File: src/rtl/rx_align_pkg.sv
// Shared types and constants for the RX word-alignment controller.
package rx_align_pkg;

    localparam int SYM_BITS = 10;

    // K28.5 comma in both running disparities, first-received bit at [9]
    localparam logic [SYM_BITS-1:0] K28_5_RDN = 10'b0011111010;
    localparam logic [SYM_BITS-1:0] K28_5_RDP = 10'b1100000101;

    typedef enum logic [1:0] {
        HUNT   = 2'd0,
        VERIFY = 2'd1,
        LOCKED = 2'd2
    } align_state_t;

endpackage

File: src/rtl/rx_sat_counter.sv
// Saturating up-counter with synchronous clear; clear has priority over increment.
module rx_sat_counter #(
    parameter int W = 8
) (
    input  logic         clk,
    input  logic         rst_n,
    input  logic         inc,
    input  logic         clr,
    output logic [W-1:0] cnt
);

    logic [W-1:0] cnt_reg;

    always_ff @(posedge clk or negedge rst_n) begin
        if (!rst_n) begin
            cnt_reg <= '0;
        end else if (clr) begin
            cnt_reg <= '0;
        end else if (inc && (cnt_reg != {W{1'b1}})) begin
            cnt_reg <= cnt_reg + 1'b1;
        end
    end

    assign cnt = cnt_reg;

endmodule

File: src/rtl/rx_align_ctrl.sv
// Comma hunt / lock controller for the serial RX path, with RX FIFO write gating.
// Optional lock-loss statistics counter enabled by defining RX_ALIGN_STATS_EN.
module rx_align_ctrl
    import rx_align_pkg::*;
#(
    parameter int LOCK_COUNT = 3,
    parameter int ERR_LIMIT  = 4,
    parameter int OVF_W      = 8
) (
    input  logic                clk,
    input  logic                rst_n,
    input  logic                serin,
    output logic [SYM_BITS-1:0] sym_out,
    output logic                sym_valid,
    input  logic                dec_valid,
    input  logic                dec_err,
    input  logic                dec_kout,
    input  logic                fifo_full,
    output logic                fifo_wen,
    output logic                locked,
    output logic [OVF_W-1:0]    ovf_cnt,
    output logic [7:0]          loss_cnt
);

    localparam int CC_W = $clog2(LOCK_COUNT + 1);
    localparam int EC_W = $clog2(ERR_LIMIT + 1);
    localparam logic [3:0] LAST_PHASE = 4'(SYM_BITS - 1);

    logic [SYM_BITS-1:0] sr_reg;
    logic [SYM_BITS-1:0] sym_reg;
    logic [3:0]          phase_reg, phase_next;
    logic [CC_W-1:0]     comma_cnt_reg, comma_cnt_next;
    align_state_t        state_reg, state_next;
    logic                sym_valid_reg;
    logic                locked_reg;
    logic [EC_W-1:0]     err_cnt;
    logic                comma;
    logic                at_boundary;
    logic                emit;
    logic                err_in;
    logic                err_hit;

    assign comma       = (sr_reg == K28_5_RDN) || (sr_reg == K28_5_RDP);
    assign at_boundary = (phase_reg == LAST_PHASE);
    assign err_in      = dec_valid && dec_err;
    // The error that would make err_cnt reach ERR_LIMIT drops lock directly
    assign err_hit     = (state_reg == LOCKED) && err_in && (err_cnt == EC_W'(ERR_LIMIT - 1));

    always_comb begin
        state_next     = state_reg;
        phase_next     = at_boundary ? 4'd0 : phase_reg + 4'd1;
        comma_cnt_next = comma_cnt_reg;
        emit           = 1'b0;
        case (state_reg)
            HUNT: begin
                if (comma) begin
                    phase_next     = 4'd0;
                    comma_cnt_next = CC_W'(1);
                    emit           = 1'b1;
                    state_next     = (LOCK_COUNT == 1) ? LOCKED : VERIFY;
                end
            end
            VERIFY: begin
                // An error in the same cycle as a boundary wins over the symbol
                if (err_in) begin
                    state_next     = HUNT;
                    comma_cnt_next = '0;
                end else if (comma) begin
                    phase_next = 4'd0;
                    emit       = 1'b1;
                    if (at_boundary) begin
                        comma_cnt_next = comma_cnt_reg + 1'b1;
                        if (comma_cnt_reg == CC_W'(LOCK_COUNT - 1)) begin
                            state_next = LOCKED;
                        end
                    end else begin
                        comma_cnt_next = CC_W'(1);
                    end
                end else if (at_boundary) begin
                    emit = 1'b1;
                end
            end
            LOCKED: begin
                emit = at_boundary && !err_hit;
                if (err_hit) begin
                    state_next     = HUNT;
                    comma_cnt_next = '0;
                end
            end
            default: begin
                state_next     = HUNT;
                comma_cnt_next = '0;
            end
        endcase
    end

    always_ff @(posedge clk or negedge rst_n) begin
        if (!rst_n) begin
            sr_reg        <= '0;
            sym_reg       <= '0;
            phase_reg     <= '0;
            comma_cnt_reg <= '0;
            state_reg     <= HUNT;
            sym_valid_reg <= 1'b0;
            locked_reg    <= 1'b0;
        end else begin
            sr_reg        <= {sr_reg[SYM_BITS-2:0], serin};
            phase_reg     <= phase_next;
            comma_cnt_reg <= comma_cnt_next;
            state_reg     <= state_next;
            sym_valid_reg <= emit;
            locked_reg    <= (state_next == LOCKED);
            if (emit) begin
                sym_reg <= sr_reg;
            end
        end
    end

    rx_sat_counter #(.W(EC_W)) u_err_cnt (
        .clk   (clk),
        .rst_n (rst_n),
        .inc   ((state_reg == LOCKED) && err_in),
        .clr   ((state_reg != LOCKED) || (dec_valid && !dec_err) || err_hit),
        .cnt   (err_cnt)
    );

    rx_sat_counter #(.W(OVF_W)) u_ovf_cnt (
        .clk   (clk),
        .rst_n (rst_n),
        .inc   (locked_reg && dec_valid && !dec_kout && fifo_full),
        .clr   (1'b0),
        .cnt   (ovf_cnt)
    );

`ifdef RX_ALIGN_STATS_EN
    rx_sat_counter #(.W(8)) u_loss_cnt (
        .clk   (clk),
        .rst_n (rst_n),
        .inc   (err_hit),
        .clr   (1'b0),
        .cnt   (loss_cnt)
    );
`else
    assign loss_cnt = '0;
`endif

    assign fifo_wen  = locked_reg && dec_valid && !dec_kout && !fifo_full;
    assign sym_out   = sym_reg;
    assign sym_valid = sym_valid_reg;
    assign locked    = locked_reg;

endmodule

File: config.mk
export PLATFORM = sky130hd
export DESIGN_NAME = rx_align_ctrl
export DESIGN_NICKNAME = d
export VERILOG_FILES = /design/src/rtl/rx_align_pkg.sv /design/src/rtl/rx_sat_counter.sv /design/src/rtl/rx_align_ctrl.sv
export SDC_FILE = /design/constraint.sdc
export NUM_CORES = 1
export LEC_CHECK = 0
export ABC_AREA = 1
export CAP_MARGIN = 10
export CORE_MARGIN = 1.5
export CORE_UTILIZATION = 52
export DETAILED_ROUTE_END_ITERATION = 12
export GPL_TIMING_DRIVEN = 0
export MAX_ROUTING_LAYER = met4
export PLACE_DENSITY = 0.9
export SLEW_MARGIN = 10
export SYNTH_ARGS = -nofsm -noshare
export SYNTH_HDL_FRONTEND = slang
export SYNTH_SLANG_ARGS = --single-unit
File: constraint.sdc
create_clock -name clk -period 1.7 [get_ports clk]
set_input_delay 0.51 -clock clk [delete_from_list [all_inputs] [get_ports clk]]
set_output_delay 0.51 -clock clk [all_outputs]
set_load 0.03 [all_outputs]
==> impl_results.md <==
* Status: finished, final reports clean
* Gr usage total at 20.7%
* Final Max Tran Viols at 0
* CP max stage cell: clkdlybuf4s15_1
* Synthesized cell area at about 2000 um^2
* I/O Pins at 36
* Register area share after synthesis at 51.1%
* Fin crit share at around 99%
* Lkg Pwr at roughly 1.4 nW
* Max Cap Viol at 0
* Post-Synth XOR/XNOR Area at 3.05%
* Worst slack, placed at -702 ps
* Syn_area_per_cell at a little under 9 um^2
* Synth top area cells: dfrtp_1 51%, nand2_1 12%, inv_1 6.0%, nand3_1 5.2%, ha_1 4.4%
* # DRC at 0
* Flop-to-flop setup slack at 80 ps
* DR vias/cell at 4.80
* YS warnings at 0
* Post-synthesis compound-gate area fraction at under 10%
* Root Driver: clkbuf_8
* Clock latency at the later pin of the worst-skew pair at 310 ps
* Synth area leader: dfrtp_1
* Cell Rows at 22
* Commonest non-fill, non-tap cell in the layout: nand2_1
* Total power at about 2.1 mW
* CTS Buf Count at 5
* Final Hold Viols at 0
* Initial drt markers at between 100 and 150
* Crit path time final at 1680 ps
* Hold-fix buffers at CTS at 0
* Synth top area share at 51.1%
* Post-synthesis simple-gate area fraction at between 20 and 25%
* Crit end category: primary output
* Initial antenna violation count at 0
* Remaining global-route overflow at 0
* Number of global-route vias before repair at 1509
* Fmax at a little under 600 MHz
* Post-synthesis adder-cell area fraction at 4.36%
* Nets at 287
* Worst setup margin at 15.9 ps
* H-tree depth at 2
* Number of distinct library cells after synthesis at 23
* RSZ-0062 raised after global routing: yes
* Crit path launch type: input pin
* Initial Util at 54.4%
* Worst-path cell chain: clkdlybuf4s15_1, nand3_2, nor2_1, buf_4
* Hold/Removal Path Class: input pin to async pin
* TritonCTS clock tree: yes
* Layout area overhead at 23.4%
* Clk_skew at roughly 13 ps
* CTS clock-pin slew for the worst setup and hold paths at ~80 ps
* Clock Sinks at 41
* Type of the worst setup path: input pin to primary output
* Largest net degree at the start of global routing at 29
* Hpwl dp at 2830 um
* N_diodes at 0
* DR WL/cell at 11.8 um
* Post-synthesis mux area share at 0%
* Worst r2r dst: u_err_cnt.cnt[2]
* Peak supply drop at approximately 0.00062 V
* GP Congestion at 0.813
* R2R depth at 8
* Max incr delay on CP at 250 ps
* Die height at 65.1 um
* Gate Count Post-Synth at 230
* Core area at 3690 um^2
* Combinational family with the most area after synthesis: simple AND/OR/NAND/NOR gates
* DRT Wirelength at 3800 um
* Most frequent cells in the layout: 65 x nand2_1, 41 x dfrtp_1, 32 x inv_1
* Power Density at between 800 and 900 nW/um^2
* Die Wd at 65.1 um
* Die area at 4240 um^2
* Final setup violation count at 0
* Register bit count reported by yosys at 41
* Accumulated negative setup slack at 0 ps
* First-pass GRT wire length at 6380 um
* Critical Path RT at 1190 ps
* Antenna Violating Nets Remaining at 0
* Layout cell share with drive strength beyond 1 at 15.0%
* Clock Path Buffers at 2
* Worst r2r src: u_err_cnt.cnt[0]
* Critical path arrival at 1170 ps
* CP Max Fanout at 3
* Port bufs at 27
* Placed Cells incl. Taps at 313
* Vias at ~1500
* TritonRoute pass-1 iters at 4
* Final Non-Filler Cells at 322
-- synth_stat cells --
cell / n
nor3_1: 1
buf_6: 3
nor3_4: 2
xnor2_1: 3
a21boi_2: 1
or2_2: 3
a21oi_1: 3
inv_2: 2
inv_1: 32
xor2_1: 4
nor2_1: 18
a31oi_1: 1
conb_1: 1
dfrtp_1: 41
o21ai_4: 2
buf_4: 8
nand4_1: 2
o21ai_0: 7
nand2_2: 2
nand2_1: 65
a31o_2: 1
nand3_1: 21
ha_1: 7
-- through the flow --
stage / hold WS (ps) / instance area (um^2) / util, %
6_report: 96.3 / 2480 / 67.1
5_1_grt: 98.6 / 2480 / 67.1
4_1_cts: 96.5 / 2460 / 66.7
3_5_place_dp: 407 / 2380 / 64.5
3_3_place_gp: 404 / 2360 / 64.1
2_1_floorplan: 214 / 2030 / -
-- where the power goes --
part           internal (mW)  switching, mW
clock network          0.296          0.362
logic                  0.130          0.168
registers               1.05         0.0806
total                   1.48          0.610
-- cells by family after synthesis --
logic type | Yosys count
AO/OA/AOI/OAI | 15
XOR/XNOR | 7
adder cells (fa/ha/maj) | 7
buffers and inverters | 45
flip-flops | 41
other | 1
AND/OR/NAND/NOR | 114
-- repair_timing --
item / CTS / global route
endpoints found under the setup margin: 31 / 11
pin swaps: 2 / 1
setup buffers: 1 / 0
gates resized for setup: 29 / 12
endpoints found under the hold margin: 0 / 0
-- layer usage --
metal  routed length (um)  up-vias  global-route usage [%]
li1                     -      781                       -
met1                 1580      732                    21.8
met2                 2000       26                    36.3
met3                  153        6                    6.85
met4                   68        0                    7.81
met5                    0        -                       -
-- how the worst max path moves through the flow --
stage,from,end,slack [ps],depth (start not counted)
global placement,rst_n,u_ovf_cnt.cnt[6],-850,1
floorplan,u_ovf_cnt.cnt[0],u_ovf_cnt.cnt[6],130,7
finish,dec_valid,fifo_wen,20,4
global route,dec_valid,fifo_wen,-30,4
detailed placement,dec_valid,fifo_wen,-700,4
CTS,dec_kout,fifo_wen,-100,5
-- area by class of cell --
class / count / area (um^2)
Timing Repair Buffer: 29 / 267
Multi-Input combinational cell: 151 / 808
Clock inverter: 3 / 25.0
Inverter: 34 / 128
Sequential cell: 41 / 1030
Fill cell: 313 / 1210
Clock buffer: 5 / 68.8
Tap cell: 48 / 60.1
Buffer: 11 / 93.8
-- critical path: cells and delay by family --
kind / cells / cell delay, ps
buffers and inverters: 2 / 420
and+or+nand+nor: 2 / 230
No activity file was read; power rests on OpenSTA's default activity.
